## config.mk

```make
export PLATFORM = sky130hd
export DESIGN_NAME = fault_monitor
export DESIGN_NICKNAME = d
export VERILOG_FILES = /design/src/rtl/fault_monitor_pkg.sv /design/src/rtl/fault_monitor_persist_counter.sv /design/src/rtl/fault_monitor.sv
export SDC_FILE = /design/constraint.sdc
export NUM_CORES = 1
export LEC_CHECK = 0
export ABC_AREA = 1
export CORE_ASPECT_RATIO = 1.5
export CORE_MARGIN = 4
export CORE_UTILIZATION = 45
export CTS_BUF_LIST = sky130_fd_sc_hd__clkbuf_16
export DETAILED_ROUTE_END_ITERATION = 7
export GPL_ROUTABILITY_DRIVEN = 1
export PLACE_DENSITY = 0.77
export SYNTH_ARGS = -nofsm -noshare
export SYNTH_HDL_FRONTEND = slang
export SYNTH_HIERARCHICAL = 1
export SYNTH_SLANG_ARGS = --single-unit
```

## constraint.sdc

```tcl
create_clock -name clk -period 3 [get_ports clk]
set_input_delay 0.6 -clock clk [delete_from_list [all_inputs] [get_ports clk]]
set_output_delay 0.6 -clock clk [all_outputs]
set_load 0.01 [all_outputs]
```

## src/rtl/fault_monitor_pkg.sv

```systemverilog
// Shared motor-fault package: severity level encoding and RMS feature width
// used by fault_monitor and its persistence counter.
package fault_monitor_pkg;

    localparam int RMS_W = 32;

    typedef enum logic [1:0] {
        ST_NORMAL = 2'd0,
        ST_WARN   = 2'd1,
        ST_FAULT  = 2'd2
    } level_t;

endpackage

```

## src/rtl/fault_monitor_persist_counter.sv

```systemverilog
// persist_counter: tracks the level a run of valid samples is heading towards
// and how many consecutive qualifying samples have been seen. Raises o_commit
// on the sample that completes a run of DEBOUNCE_N, with o_pending giving the
// level the state register should load on that edge.
module persist_counter
    import fault_monitor_pkg::*;
#(
    parameter int DEBOUNCE_N = 4
) (
    input  logic   clk,
    input  logic   rst,
    input  logic   i_valid,
    input  logic   i_flush,
    input  level_t i_candidate,
    input  level_t i_state,
    output logic   o_commit,
    output level_t o_pending
);

    localparam logic [7:0] RUN_LEN = 8'(DEBOUNCE_N);

    level_t     r_pending;
    logic [7:0] r_count;
    level_t     w_pendingNext;
    logic [7:0] w_countNext;

    // Next pending level and run length; a completed run commits and restarts at zero
    always_comb begin
        w_pendingNext = r_pending;
        w_countNext   = r_count;
        o_commit      = 1'b0;
        if (i_flush) begin
            w_pendingNext = ST_NORMAL;
            w_countNext   = 8'd0;
        end else if (i_valid) begin
            if (i_candidate == i_state) begin
                w_countNext = 8'd0;
            end else if (i_candidate == r_pending) begin
                w_countNext = r_count + 8'd1;
            end else begin
                w_pendingNext = i_candidate;
                w_countNext   = 8'd1;
            end
            if ((i_candidate != i_state) && (w_countNext == RUN_LEN)) begin
                o_commit    = 1'b1;
                w_countNext = 8'd0;
            end
        end
    end

    assign o_pending = w_pendingNext;

    // Pending level and run length registers; reset discards any partial run
    always_ff @(posedge clk or posedge rst) begin
        if (rst) begin
            r_pending <= ST_NORMAL;
            r_count   <= 8'd0;
        end else begin
            r_pending <= w_pendingNext;
            r_count   <= w_countNext;
        end
    end

endmodule

```

## src/rtl/fault_monitor.sv

```systemverilog
// fault_monitor: classifies RMS samples into NORMAL/WARN/FAULT with
// hysteresis, debounces level changes through persist_counter and reports
// the registered state, decodes, change pulse and a saturating fault count.
// Optional macro FAULT_LATCH_EN makes FAULT sticky until clear_fault.
module fault_monitor
    import fault_monitor_pkg::*;
#(
    parameter logic [RMS_W-1:0] WARN_TH    = 32'd1000,
    parameter logic [RMS_W-1:0] FAULT_TH   = 32'd4000,
    parameter logic [RMS_W-1:0] HYST       = 32'd100,
    parameter int               DEBOUNCE_N = 4
) (
    input  logic             clk,
    input  logic             rst,
    input  logic [RMS_W-1:0] rms,
    input  logic             rms_valid,
    input  logic             clear_fault,
    output logic [1:0]       state,
    output logic             warn,
    output logic             fault,
    output logic             event_valid,
    output logic [7:0]       fault_count
);

    localparam logic [RMS_W-1:0] WARN_EXIT  = WARN_TH - HYST;
    localparam logic [RMS_W-1:0] FAULT_EXIT = FAULT_TH - HYST;

    level_t     r_state;
    logic       r_warn;
    logic       r_fault;
    logic       r_event;
    logic [7:0] r_faultCount;

    level_t     w_candidate;
    level_t     w_stateNext;
    level_t     w_pending;
    logic       w_commit;
    logic       w_clearFault;
    logic       w_sampleValid;

`ifdef FAULT_LATCH_EN
    assign w_clearFault = clear_fault && (r_state == ST_FAULT);
`else
    logic w_unusedClear;
    assign w_unusedClear = clear_fault;
    assign w_clearFault  = 1'b0;
`endif

    // An acknowledge takes precedence, so a sample arriving with it is dropped
    assign w_sampleValid = rms_valid && !w_clearFault;

    // Candidate level for the current sample, with hysteresis on the way down
    always_comb begin
        w_candidate = r_state;
        case (r_state)
            ST_NORMAL: begin
                if (rms >= FAULT_TH)     w_candidate = ST_FAULT;
                else if (rms >= WARN_TH) w_candidate = ST_WARN;
                else                     w_candidate = ST_NORMAL;
            end
            ST_WARN: begin
                if (rms >= FAULT_TH)       w_candidate = ST_FAULT;
                else if (rms < WARN_EXIT)  w_candidate = ST_NORMAL;
                else                       w_candidate = ST_WARN;
            end
            ST_FAULT: begin
`ifdef FAULT_LATCH_EN
                w_candidate = ST_FAULT;
`else
                if (rms < WARN_EXIT)       w_candidate = ST_NORMAL;
                else if (rms < FAULT_EXIT) w_candidate = ST_WARN;
                else                       w_candidate = ST_FAULT;
`endif
            end
            default: w_candidate = ST_NORMAL;
        endcase
    end

    persist_counter #(
        .DEBOUNCE_N (DEBOUNCE_N)
    ) u_persist (
        .clk         (clk),
        .rst         (rst),
        .i_valid     (w_sampleValid),
        .i_flush     (w_clearFault),
        .i_candidate (w_candidate),
        .i_state     (r_state),
        .o_commit    (w_commit),
        .o_pending   (w_pending)
    );

    // Next state: acknowledge forces NORMAL, otherwise a completed run loads pending
    always_comb begin
        w_stateNext = r_state;
        if (w_clearFault)  w_stateNext = ST_NORMAL;
        else if (w_commit) w_stateNext = w_pending;
    end

    // State register with registered decodes, change pulse and fault entry count
    always_ff @(posedge clk or posedge rst) begin
        if (rst) begin
            r_state      <= ST_NORMAL;
            r_warn       <= 1'b0;
            r_fault      <= 1'b0;
            r_event      <= 1'b0;
            r_faultCount <= 8'd0;
        end else begin
            r_state <= w_stateNext;
            r_warn  <= (w_stateNext == ST_WARN);
            r_fault <= (w_stateNext == ST_FAULT);
            r_event <= (w_stateNext != r_state);
            if ((w_stateNext == ST_FAULT) && (r_state != ST_FAULT) && (r_faultCount != 8'hFF))
                r_faultCount <= r_faultCount + 8'd1;
        end
    end

    assign state       = r_state;
    assign warn        = r_warn;
    assign fault       = r_fault;
    assign event_valid = r_event;
    assign fault_count = r_faultCount;

endmodule

```

# == After elaboration in Yosys (flattened, before gate mapping) ==
# Cells that the tools add are included.
# totals
regBits,23
out_inout_bits,13
word_cells,45
input_bits,36
# op_classes
n_eq_ne,11
order_cmp,4
addsub,2
n_reduce_logical,4
n_mux,17
# ops
operator,n
"32-bit by 10-bit >= comparator with 1-bit output, second input constant",1
"32-bit by 12-bit >= comparator with 1-bit output, second input constant",1
"32-bit by 10-bit < comparator with 1-bit output, second input constant",1
"32-bit by 12-bit < comparator with 1-bit output, second input constant",1
8-bit two-way mux,4
"8-bit by 1-bit adder with 8-bit output, second input constant",2
2-bit two-way mux,8
"8-bit by 3-bit equality test with 1-bit output, second input constant",1
"8-bit != test, second input constant",1
2-bit case mux with 3 select lines,1
"2-bit by 1-bit equality test with 1-bit output, second input constant",2
2-bit equality test,2
"2-bit equality test, second input constant",2
1-bit two-way mux,4
2-bit != test,2
1-bit logical AND,3
2-bit logical NOT,1
"2-bit != test, second input constant",1

# == Longest topological paths before layout ==
# depth
word_depth,16
mapped_depth,27
depth_no_buf,27

# == Cells and area by module ==
# The synthesis kept the hierarchy.
# modules_own_cells
module,seq_area_each_um2,area_per_inst_um2,cells_each,n_inst
fault_monitor,325.3,878.3,130,1
persist_counter,250.2,715.7,101,1

# == Worst setup path before layout ==
# OpenSTA, ideal clock, no wires.
# synth_timing
path_kind,input port to flip-flop
startpoint,in rms[7]
endpoint,"reg r_faultCount[0], in the netlist fault_count[0]"
setup_time_ns,0.128
path_stages,20
n_path_buf,1
t_arrival_ns,2.819
t_required_ns,2.872
path_slack_ns,0.053
cell_sequence,or2_2 > o21a_1 > nor2_1 > nand3_1 > nand2_1 > inv_2 > nand2_2 > nand2_4 > nor2_8 > nand4_1 > nor2_1 > nand3_2 > nor2_1 > inv_1 > nor2_2 > a21oi_2 > nor2_2 > nand3_2 > buf_6 > xnor2_1
# synth_via
elab_chain_len,16
word_cells_on_any_way,28
cone_classes,order compare (4); eq/ne (5); mux (16); reduce/logical (3)
# synth_rtl
item,line,text
start: declaration,fault_monitor.sv:15,"input logic [RMS_W-1:0] rms,"
"32-bit by 12-bit < comparator with 1-bit output, or another cell as far along",fault_monitor.sv:71,else if (rms < FAULT_EXIT) w_candidate = ST_WARN;
"2-bit two-way mux, or another cell as far along",fault_monitor.sv:71,
"2-bit two-way mux, on equally long branches","fault_monitor.sv:70, fault_monitor.sv:57, fault_monitor.sv:62",
2-bit case mux with 3 select lines (*),fault_monitor.sv:55,case (r_state)
named net w_candidate[0],fault_monitor.sv:34,level_t w_candidate;
2-bit equality test,fault_monitor_persist_counter.sv:38,end else if (i_candidate == r_pending) begin
8-bit two-way mux,fault_monitor_persist_counter.sv:38,
8-bit two-way mux,fault_monitor_persist_counter.sv:36,if (i_candidate == i_state) begin
[... 2 more ...],-,
1-bit logical AND (*),fault_monitor_persist_counter.sv:44,if ((i_candidate != i_state) && (w_countNext == RUN_LEN)) begin
1-bit two-way mux (*),fault_monitor_persist_counter.sv:44,
1-bit two-way mux (*),fault_monitor_persist_counter.sv:35,end else if (i_valid) begin
named net w_commit,fault_monitor.sv:37,logic w_commit;
2-bit two-way mux (*),fault_monitor.sv:96,else if (w_commit) w_stateNext = w_pending;
named net w_stateNext[0],fault_monitor.sv:35,level_t w_stateNext;
2-bit equality test (*),fault_monitor.sv:112,if ((w_stateNext == ST_FAULT) && (r_state != ST_FAULT) && (r_faultCount != 8'hFF))
1-bit logical AND (*) (2 in series),fault_monitor.sv:112,
end signal: assignment,fault_monitor.sv:113,r_faultCount <= r_faultCount + 8'd1;
end: declaration,fault_monitor.sv:32,logic [7:0] r_faultCount;
# The timed path passes the listed nets; every way through them passes the cells marked *. The select of a mux whose other input is x is not followed.
# A chain may end at the register's enable or synchronous reset.

# == Worst setup path in the final report ==
# layout_timing
startpoint,in rms[9]
endpoint,"reg r_faultCount[5], in the netlist fault_count[5]"
# The elaborated chain is that of the path after synthesis.

==> reports/metrics.cfg <==
[logic_synthesis]
synth_area_leader_cell=dfrtp_1
yosys-top-cells-area=dfrtp_1 (36%), nand2_1 (17%), nor2_1 (8.2%)
syn_inst=231
synth_cell_types=28
synth_area_mm2=0.001594
ys_seq_elements=23
yosysSeqAreaShare=0.3611
avgSynthCellArea_um2=6.901
synth_top_area_frac=0.3611
ys.warnings.count=6

[worst_setup_path]
end_kind=flip-flop
worstPathRequired_ns=3.14
critPathArrivalTime_ns=3.15
worstReg2RegEnd=fault_count[5]$_DFFE_PP0P_
r2r_start=state[0]$_DFF_PP0_
path_max_fanout=5
reg2regPathDepth=24
cp-endpoint=fault_count[5]$_DFFE_PP0P_
reg2reg_slack_ns=0.17
start_kind=primary input
crit_start=rms[9]
critical_path_class=primary input to flip-flop

[clocking]
clk_latency_ns=0.26
cts_tree=yes
cts.clk_slew.worst_paths_ns=0.06
cts.sinks=23
hold_buffers=0
htree_levels=1
cts-root-buf=clkbuf_16
cts_made_buffers=3
clockBufferDepth=2

[finish]
syn_to_final_growth_pct=50.86
fin_area_mm2=0.002405
drive_gt1_frac=0.3663
fillers=277
seq_area_um2=575.6
fin_nets=342
instances_no_fill=345
n_antenna_cell=0
multi_input_area_mm2=0.001041

[global_routing]
grt_pass1_vias=1767
grt.overflow.total=0
antenna_found_initial=0
grt_pass1_wl_um=7348
grt_max_degree=14
grt_use_total=0.1995

[place]
dpl.cell_count=335
gp_congestion=0.8229
numPortBuffers=45
place_hpwl_um=3096
pre_cts_slack_ns=-0.6743
place_area_mm2=0.002217

[detailed_routing]
avgViaCountPerCell=5.009
ant_nets=0
first_pass_iters=4
drt-total-wl_um=4378
drc=0
num_vias=1728
wl_per_cell_um=12.69
drt_iter0_drc=114

[pwr]
power.leakage_nw=1.141
vdd_drop_max_mv=0.2784
p_per_area_mw_per_mm2=294.6

[floorplan]
initial_utilization=0.4667
die_w_um=56.60
coreArea_mm2=0.003416
dieArea_mm2=0.004578
placementRows=26
ios=49
die_h_um=80.90

[timing]
finalCritPeriodShare=1.005
finalCriticalPeriod_ns=3.014
rsz0062_at_grt=true
setup_ws_ns=-0.01374
hold_violations=0
max_clock_freq_ghz=0.3318
setup_violations=1
skew_ns=0.003900
drv_slew=0

[job]
maxCapViolCount=0

[outcome]
status=complete, but fails checks
violations=setup timing

[hold_path]
min_path_type=flip-flop to flip-flop

==> synthesized netlist by cell type (all sizes together) <==
cell    instances
ha              2
nand3          12
nand2          79
nand3b          2
nor2           41
or2             5
xor2            3
o31ai           3
xnor2           4
a21oi           7
o21ai           9
buf             1
dfrtp          23
nand4           5
o32ai           3
o22ai           1
conb            1
inv            29
o21a            1
==> per-stage QoR <==
stage	utilization	power (mW)	hold slack (ns)	TNS [ns]
2_1_floorplan	-	0.3613	0.4402	0
3_3_place_gp	0.6491	0.4213	0.5072	-6.002
3_5_place_dp	0.6491	0.4235	0.5150	-6.920
4_1_cts	0.6725	0.7078	0.5325	0
5_1_grt	0.7040	0.7414	0.5520	-1.511
6_report	0.7040	0.7085	0.5251	-0.01374
==> power by group <==
part	switching (mW)	leakage, nW	internal (mW)
Sequential	0.00328	0.302	0.314
Clock	0.111	0.0409	0.179
Combinational	0.0500	0.798	0.0514
==> layout by cell type, fill, tap and decap left out, drive strengths merged <==
master         Yosys  layout
o21a               1       1
clkdlybuf4s15      0       1
clkbuf             0       6
nand4              5       5
clkinv             0       1
nand2             79      79
dlygate4sd2        0       1
nor2              41      41
o22ai              1       1
xor2               3       3
ha                 2       2
clkdlybuf4s50      0      15
nand3b             2       2
dfrtp             23      23
o21ai              9       9
conb               1       2
buf                1      48
o32ai              3       3
inv               29      29
or2                5       5
a21oi              7       7
o31ai              3       3
nand3             12      12
xnor2              4       4
==> worst max-delay path, stage by stage <==
cell and delay (ns):
clkdlybuf4s15_1 0.17, nand2_2 0.08, nor2_2 0.10, nand3b_1 0.12, nand2_1 0.09, nor2_1 0.05, nor2_1 0.10, nand2_1 0.08
nand2_2 0.11, inv_2 0.05, nand2_2 0.07, nand2_4 0.07, nor2_8 0.16, nand2_2 0.06, nand2_2 0.07, nand2_2 0.05
nor2_2 0.10, nand3_2 0.11, nor2_4 0.13, inv_2 0.07, nor2_4 0.12, a21oi_4 0.06, nor2_4 0.12, nand3_4 0.13
buf_6 0.16, nand2_4 0.06, o21ai_2 0.06
==> layout make-up <==
type	count	area share
clock buffers	3	0.03122
clock inverters	1	0.002081
inverters	29	0.04527
multi-input cells	179	0.4329
flip-flops and latches	23	0.2393
well taps	42	0.02185
repair buffers	68	0.2274
==> metal layers <==
layer | part of all wire | routed length (µm) | vias to the layer above | track usage
met3 | 0.034 | 148 | 10 | 0.02385
met5 | 0 | 0 | - | 0
met4 | 0.025 | 110 | 0 | 0.09739
met2 | 0.56 | 2430 | 53 | 0.3773
li1 | - | - | 875 | -
met1 | 0.39 | 1689 | 790 | 0.2161
==> how the worst min path moves through the flow <==
stage,start,to,slack (ns),cells past startpoint
floorplan,rst,u_persist/r_count[0]$_DFFE_PP0P_,0.44,1
global placement,u_persist/r_count[5]$_DFFE_PP0P_,u_persist/r_count[5]$_DFFE_PP0P_,0.51,2
detailed placement,u_persist/r_count[5]$_DFFE_PP0P_,u_persist/r_count[5]$_DFFE_PP0P_,0.51,2
CTS,u_persist/r_count[5]$_DFFE_PP0P_,u_persist/r_count[5]$_DFFE_PP0P_,0.53,2
global route,u_persist/r_count[5]$_DFFE_PP0P_,u_persist/r_count[5]$_DFFE_PP0P_,0.55,2
finish,u_persist/r_count[5]$_DFFE_PP0P_,u_persist/r_count[5]$_DFFE_PP0P_,0.53,2
==> registers in the layout, indices dropped and copies added (netlist names) <==
register	flops
fault_count	8
u_persist/r_count	8
state	2
u_persist/r_pending	2
event_valid	1
fault	1
warn	1
==> cell families after synthesis <==
logic type,Yosys count,synth area share
buffers and inverters,30,0.07535
and+or+nand+nor,144,0.4152
xor gates and xnor gates,7,0.03846
other,1,0.002353
AOI/OAI and AO/OA,24,0.09184
DFF,23,0.3611
adders and majority gates,2,0.01570
==> timing repair <==
item,in CTS,in global routing
setup endpoints to repair,13,10
gates resized for setup,119,34
pin swaps,57,39
setup buffers,4,2
hold endpoints to repair,0,0
Note: power is estimated with default switching activity, not from simulation.
